==> src/rtl/spi_ram_responder.sv <==
// SPI mode-0 byte-addressed RAM responder: 0x02 write / 0x03 read, streaming with pointer wrap.
// All SPI pins are oversampled in the clk domain through 2-flop synchronizers.
module spi_ram_responder #(
    parameter int unsigned ADDR_BITS     = 16,
    parameter int unsigned MEM_ADDR_BITS = 8
) (
    input  logic                     clk,
    input  logic                     rst,
    input  logic                     spi_select,
    input  logic                     spi_clk_in,
    input  logic                     spi_mosi,
    output logic                     spi_miso,
    output logic                     busy,
    output logic                     cmd_error,
    input  logic [MEM_ADDR_BITS-1:0] dbg_addr,
    output logic [7:0]               dbg_data
);

    localparam int unsigned DEPTH   = 2 ** MEM_ADDR_BITS;
    localparam int unsigned CNT_MAX = (ADDR_BITS > 8) ? ADDR_BITS : 8;
    localparam int unsigned CNT_W   = $clog2(CNT_MAX);
    // Only the low address bits survive the shift, so the register is no wider than needed.
    localparam int unsigned SH_W    = (MEM_ADDR_BITS > 8) ? MEM_ADDR_BITS : 8;

    typedef enum logic [2:0] {
        S_IDLE   = 3'd0,
        S_CMD    = 3'd1,
        S_ADDR   = 3'd2,
        S_RD     = 3'd3,
        S_WR     = 3'd4,
        S_IGNORE = 3'd5
    } state_t;

    state_t state_q, state_d;

    logic sel_s1_q, sel_s2_q, sel_d_q;
    logic sck_s1_q, sck_s2_q, sck_d_q;
    logic mosi_s1_q, mosi_s2_q;
    logic [1:0] settle_q;

    logic [CNT_W-1:0]         cnt_q, cnt_d;
    logic [SH_W-2:0]          shift_q, shift_d;
    logic [MEM_ADDR_BITS-1:0] ptr_q, ptr_d;
    logic [7:0]               tx_q, tx_d;
    logic                     wr_q, wr_d;
    logic                     miso_q, miso_d;
    logic                     cmd_err_q, cmd_err_d;
    logic                     busy_q;

    logic [7:0] mem_q [DEPTH];

    logic                     sck_rise_c, sck_fall_c, sel_fall_c;
    logic                     cnt_zero_c, cmd_ok_c, mem_we_c;
    logic [SH_W-1:0]          shift_in_c;
    logic [MEM_ADDR_BITS-1:0] addr_c;

    // A select fall only counts once the synchronizer chain holds real pin values after reset.
    assign sck_rise_c = sck_s2_q & ~sck_d_q;
    assign sck_fall_c = ~sck_s2_q & sck_d_q;
    assign sel_fall_c = ~sel_s2_q & sel_d_q & (settle_q == 2'd3);
    assign cnt_zero_c = (cnt_q == '0);
    assign shift_in_c = {shift_q, mosi_s2_q};
    assign cmd_ok_c   = (shift_in_c[7:0] == 8'h03) || (shift_in_c[7:0] == 8'h02);
    assign addr_c     = shift_in_c[MEM_ADDR_BITS-1:0];

    assign spi_miso  = miso_q;
    assign busy      = busy_q;
    assign cmd_error = cmd_err_q;
    assign dbg_data  = mem_q[dbg_addr];

    always_ff @(posedge clk) begin
        if (rst) begin
            sel_s1_q  <= 1'b1;
            sel_s2_q  <= 1'b1;
            sel_d_q   <= 1'b1;
            sck_s1_q  <= 1'b0;
            sck_s2_q  <= 1'b0;
            sck_d_q   <= 1'b0;
            mosi_s1_q <= 1'b0;
            mosi_s2_q <= 1'b0;
            settle_q  <= 2'd0;
        end else begin
            sel_s1_q  <= spi_select;
            sel_s2_q  <= sel_s1_q;
            sel_d_q   <= sel_s2_q;
            sck_s1_q  <= spi_clk_in;
            sck_s2_q  <= sck_s1_q;
            sck_d_q   <= sck_s2_q;
            mosi_s1_q <= spi_mosi;
            mosi_s2_q <= mosi_s1_q;
            if (settle_q != 2'd3) begin
                settle_q <= settle_q + 2'd1;
            end
        end
    end

    always_ff @(posedge clk) begin
        if (rst) begin
            state_q <= S_IDLE;
        end else begin
            state_q <= state_d;
        end
    end

    // Select deasserted aborts any transaction; otherwise advance on completed bit groups.
    always_comb begin
        state_d = state_q;
        if (state_q != S_IDLE && sel_s2_q) begin
            state_d = S_IDLE;
        end else begin
            case (state_q)
                S_IDLE: if (sel_fall_c) state_d = S_CMD;
                S_CMD:  if (sck_rise_c && cnt_zero_c) state_d = cmd_ok_c ? S_ADDR : S_IGNORE;
                S_ADDR: if (sck_rise_c && cnt_zero_c) state_d = wr_q ? S_WR : S_RD;
                default: ;
            endcase
        end
    end

    always_comb begin
        cnt_d     = cnt_q;
        shift_d   = shift_q;
        ptr_d     = ptr_q;
        tx_d      = tx_q;
        wr_d      = wr_q;
        cmd_err_d = 1'b0;
        mem_we_c  = 1'b0;
        miso_d    = (state_q == S_RD && state_d == S_RD) ? miso_q : 1'b0;
        case (state_q)
            S_IDLE: begin
                if (state_d == S_CMD) begin
                    cnt_d   = CNT_W'(7);
                    shift_d = '0;
                end
            end
            S_CMD: begin
                if (sck_rise_c) begin
                    shift_d = shift_in_c[SH_W-2:0];
                    if (cnt_zero_c) begin
                        cnt_d     = CNT_W'(ADDR_BITS - 1);
                        wr_d      = (shift_in_c[7:0] == 8'h02);
                        cmd_err_d = ~cmd_ok_c;
                    end else begin
                        cnt_d = cnt_q - CNT_W'(1);
                    end
                end
            end
            S_ADDR: begin
                if (sck_rise_c) begin
                    shift_d = shift_in_c[SH_W-2:0];
                    if (cnt_zero_c) begin
                        cnt_d = CNT_W'(7);
                        if (wr_q) begin
                            ptr_d = addr_c;
                        end else begin
                            tx_d  = mem_q[addr_c];
                            ptr_d = addr_c + MEM_ADDR_BITS'(1);
                        end
                    end else begin
                        cnt_d = cnt_q - CNT_W'(1);
                    end
                end
            end
            S_RD: begin
                // Falls shift the byte out; after bit 0 prefetch the next byte.
                if (sck_fall_c && state_d == S_RD) begin
                    miso_d = tx_q[cnt_q[2:0]];
                    if (cnt_zero_c) begin
                        tx_d  = mem_q[ptr_q];
                        ptr_d = ptr_q + MEM_ADDR_BITS'(1);
                        cnt_d = CNT_W'(7);
                    end else begin
                        cnt_d = cnt_q - CNT_W'(1);
                    end
                end
            end
            S_WR: begin
                // A completed byte commits even if select rose in the same cycle.
                if (sck_rise_c) begin
                    shift_d = shift_in_c[SH_W-2:0];
                    if (cnt_zero_c) begin
                        mem_we_c = 1'b1;
                        ptr_d    = ptr_q + MEM_ADDR_BITS'(1);
                        cnt_d    = CNT_W'(7);
                    end else begin
                        cnt_d = cnt_q - CNT_W'(1);
                    end
                end
            end
            default: ;
        endcase
    end

    always_ff @(posedge clk) begin
        if (rst) begin
            cnt_q     <= '0;
            shift_q   <= '0;
            ptr_q     <= '0;
            tx_q      <= '0;
            wr_q      <= 1'b0;
            miso_q    <= 1'b0;
            cmd_err_q <= 1'b0;
            busy_q    <= 1'b0;
        end else begin
            cnt_q     <= cnt_d;
            shift_q   <= shift_d;
            ptr_q     <= ptr_d;
            tx_q      <= tx_d;
            wr_q      <= wr_d;
            miso_q    <= miso_d;
            cmd_err_q <= cmd_err_d;
            busy_q    <= ~sel_s2_q;
        end
    end

    // Backing store is not reset; contents persist across rst.
    always_ff @(posedge clk) begin
        if (mem_we_c) begin
            mem_q[ptr_q] <= shift_in_c[7:0];
        end
    end

endmodule

==> config.mk <==
export PLATFORM = sky130hd
export DESIGN_NAME = spi_ram_responder
export DESIGN_NICKNAME = d
export VERILOG_FILES = /design/src/rtl/spi_ram_responder.sv
export SDC_FILE = /design/constraint.sdc
export NUM_CORES = 2
export LEC_CHECK = 0
export CORE_MARGIN = 2
export CORE_UTILIZATION = 35
export CTS_CLUSTER_DIAMETER = 150
export DETAILED_ROUTE_END_ITERATION = 10
export SYNTH_ARGS = -nofsm -noshare
export SYNTH_HDL_FRONTEND = slang
export SYNTH_SLANG_ARGS = --single-unit
export TNS_END_PERCENT = 30
==> constraint.sdc <==
create_clock -name clk -period 6.4 [get_ports clk]
set_clock_uncertainty 0.1 [all_clocks]
set_input_delay 1.28 -clock clk [delete_from_list [all_inputs] [get_ports clk]]
set_output_delay 1.28 -clock clk [all_outputs]
set_load 0.01 [all_outputs]
==> results.toml <==
[status]
status = "finished with violations"
violations = "max-capacitance violations, max-slew violations"

[clocking]
clk_latency_ns = 0.99
h-tree-depth = 4
post-cts-setup-buffer-count = 0
cts_tree = "done"
hold_buffers = 0
numCtsBuffers = 230
cts_sinks = 2100
cts_buffer_depth = 4
cts_root_buffer = "clkbuf_16"
clk_pin_slew_ns = 0.06

[pwr]
powerDensity_nw_per_um2 = 236.8
p_leak_nw = 38.80
irDropWorstVdd_uv = 229.0

[setup_path]
r2r-end = "tx_q[2]"
r2r_slack_ns = 1.40
cp_slowest_cell = "mux4_2"
required_ns = 5.02
cp_common_cell = "mux4_2"
start_kind = "input pin"
startpoint = "dbg_addr[0]"
crit_path_end_kind = "output port"
arrival_ns = 5.00
worstRegToRegCells = 8
slowest_delay_ns = 0.64
cp_max_fo = 17
path_class = "input pin to output port"
cp-endpoint = "dbg_data[2]"
path_cells = "buf_8, buf_16, bufbuf_16, mux4_2, mux4_2, mux4_2, mux4_2, clkdlybuf4s50_1"

[sta]
rsz0062_at_grt = "no"
post-route-period-util = 0.9967
finalHoldViolations = 0
tightestPinTransition_ns = 1.629
whs_ns = 0.3235
min_period_ns = 6.379
slew_viol_final = 7
slew_headroom = -0.09572
max_freq_ghz = 0.1568
setup_violations = 0

[yosys]
ys_seq_area_frac = 0.5464
ys_ff_latch = 2100
synth_cell_types = 75
synth_top_cell_area_share = 0.5373
synth_nets = 6093
netlist_area_um2 = 114500
ys_async_sr_fraction = 0
yosys-top-cells-area = "edfxtp_1, mux4_2, mux2i_1"
yosys.area.top_type = "edfxtp_1"
syn_avg_cell_area_um2 = 18.85
ys_warn_count = 0
synth_edf_count = 2048
ys.flop_type = "edfxtp_1"
syn_inst = 6071

[placed_design]
portBuffers = 23
gp_congestion = 0.9701
numPlacedInstances = 10327
hpwl_mm = 308.1

[die]
rows = 209
placeableCoreArea_um2 = 324800
die_y_um = 575.9
die_w_um = 575.9
ios = 24
dieArea_um2 = 331600
start_util = 0.3524

[grt]
grt_max_degree = 171
antenna_found_initial = 35
grt_pass1_wl_mm = 625.4
grt_use_total = 0.2734
grt-ovfl-total = 0
grt_pass1_vias = 72135

[worst_hold_path]
min_path_type = "register to register"

[routing]
postRouteAntennaNets = 0
remaining_drc_errors = 0
avgRoutedWirePerCell_um = 42.79
firstDrtPassIters = 8
viasPerCell = 6.924
drtIter0Drc = 13242
num_vias = 74591
wl_mm = 460.9

[final_layout]
fin_nets = 6258
drive_above_1_share = 0.4082
area_growth_pct = 13.78
fin_cells = 10773

[run]
cap_violations = 2
[how the worst min path moves through the flow]
stage | from | cells after the start | to | slack, ns
3_5_place_dp | sel_s1_q | 1 | sel_s2_q | 0.32
3_3_place_gp | sel_s1_q | 1 | sel_s2_q | 0.30
6_report | sel_s1_q | 1 | sel_s2_q | 0.32
5_1_grt | sel_s1_q | 1 | sel_s2_q | 0.35
2_1_floorplan | sel_s1_q | 1 | sel_s2_q | 0.29
4_1_cts | sel_s1_q | 1 | sel_s2_q | 0.34
[cell usage after synthesis (56+ instances only)]
cell,count
buf_1,58
mux4_2,1666
nand2_1,137
a22oi_1,116
nor2_1,344
nand3_1,66
o22ai_1,56
mux2_2,59
a21oi_1,93
buf_2,128
clkbuf_1,263
mux2i_1,274
buf_4,103
edfxtp_1,2048
o21ai_0,64
[cells by family (layout without fill, tap and decap cells)]
group	after synthesis	in the layout	share of synthesized area
AOI/OAI and AO/OA	618	618	0.03901
xor gates and xnor gates	10	10	0.0007652
adders and majority gates	9	9	0.0009838
buffers and inverters	593	951	0.02560
DFF	2100	2100	0.5464
muxes	1999	1999	0.3576
other	0	19	0
and+or+nand+nor	742	742	0.02973
[sequential cells by signal (all words and copies together), names as in the netlist, 2 cells and up, named ones only]
name	count
state_q	3
tx_q	8
ptr_q	8
settle_q	2
shift_q	7
cnt_q	4
mem_q	2048
[per-layer routing]
layer | track usage | share of wire
met1 | 0.3480 | 0.35
met2 | 0.4062 | 0.44
met3 | 0.08958 | 0.14
met4 | 0.1657 | 0.076
met5 | 0.002439 | 0.00040
[final cells by class]
cell class | instances | area [um^2]
Multi-Input combinational cell | 3378 | 49150
Timing Repair Buffer | 506 | 5005
Clock inverter | 150 | 1988
Inverter | 20 | 80.08
Fill cell | 28675 | 194500
Clock buffer | 275 | 5976
Tap cell | 4325 | 5411
Antenna cell | 19 | 47.55
Sequential cell | 2100 | 62590
[through the flow]
stage | utilization | instance area (um^2) | setup slack [ns] | power (mW) | TNS (ns)
detailed placement | 0.3760 | 122100 | -0.07497 | 16.72 | -0.1164
finish | 0.4010 | 130200 | 0.02133 | 30.84 | 0
global placement | 0.3760 | 122100 | -0.06173 | 16.72 | -0.09436
global route | 0.4009 | 130200 | 0.02887 | 31.40 | 0
floorplan | - | 114500 | 0.2103 | 16.15 | 0
CTS | 0.4008 | 130200 | -0.005460 | 30.86 | -0.005460
[cell usage in the layout (no fill, tap or decap), drive strengths merged, types with 26 or more instances in the layout]
cell type	Yosys	routed
buf	310	487
a211oi	27	27
a22oi	116	116
nor3	26	26
mux4	1666	1666
nand2	137	137
clkinv	3	90
a21oi	93	93
o21ai	65	65
nor2	344	344
nor2b	38	38
o221ai	44	44
a221oi	33	33
dfxtp	52	52
mux2	59	59
bufinv	0	42
mux2i	274	274
edfxtp	2048	2048
clkbuf	263	276
o22ai	56	56
nand3	66	66
o211ai	27	27
[where the power goes]
group          switching [mW]  internal, mW  total, mW
registers             0.00912          14.9       14.9
logic                   0.836         0.753       1.59
clock network            6.01          8.37       14.4
[critical path: cells and delay by family]
kind	cells	cell delay, ns
mux	4	2.29
buf+inv	4	1.31
[what timing repair did]
item | 4_1_cts | 5_1_grt
endpoints found under the setup margin | 2 | 1
cloned | 2 | 0
resized for setup | 4 | 2
pin swaps | 0 | 0
(Power assumes the default switching activity.)
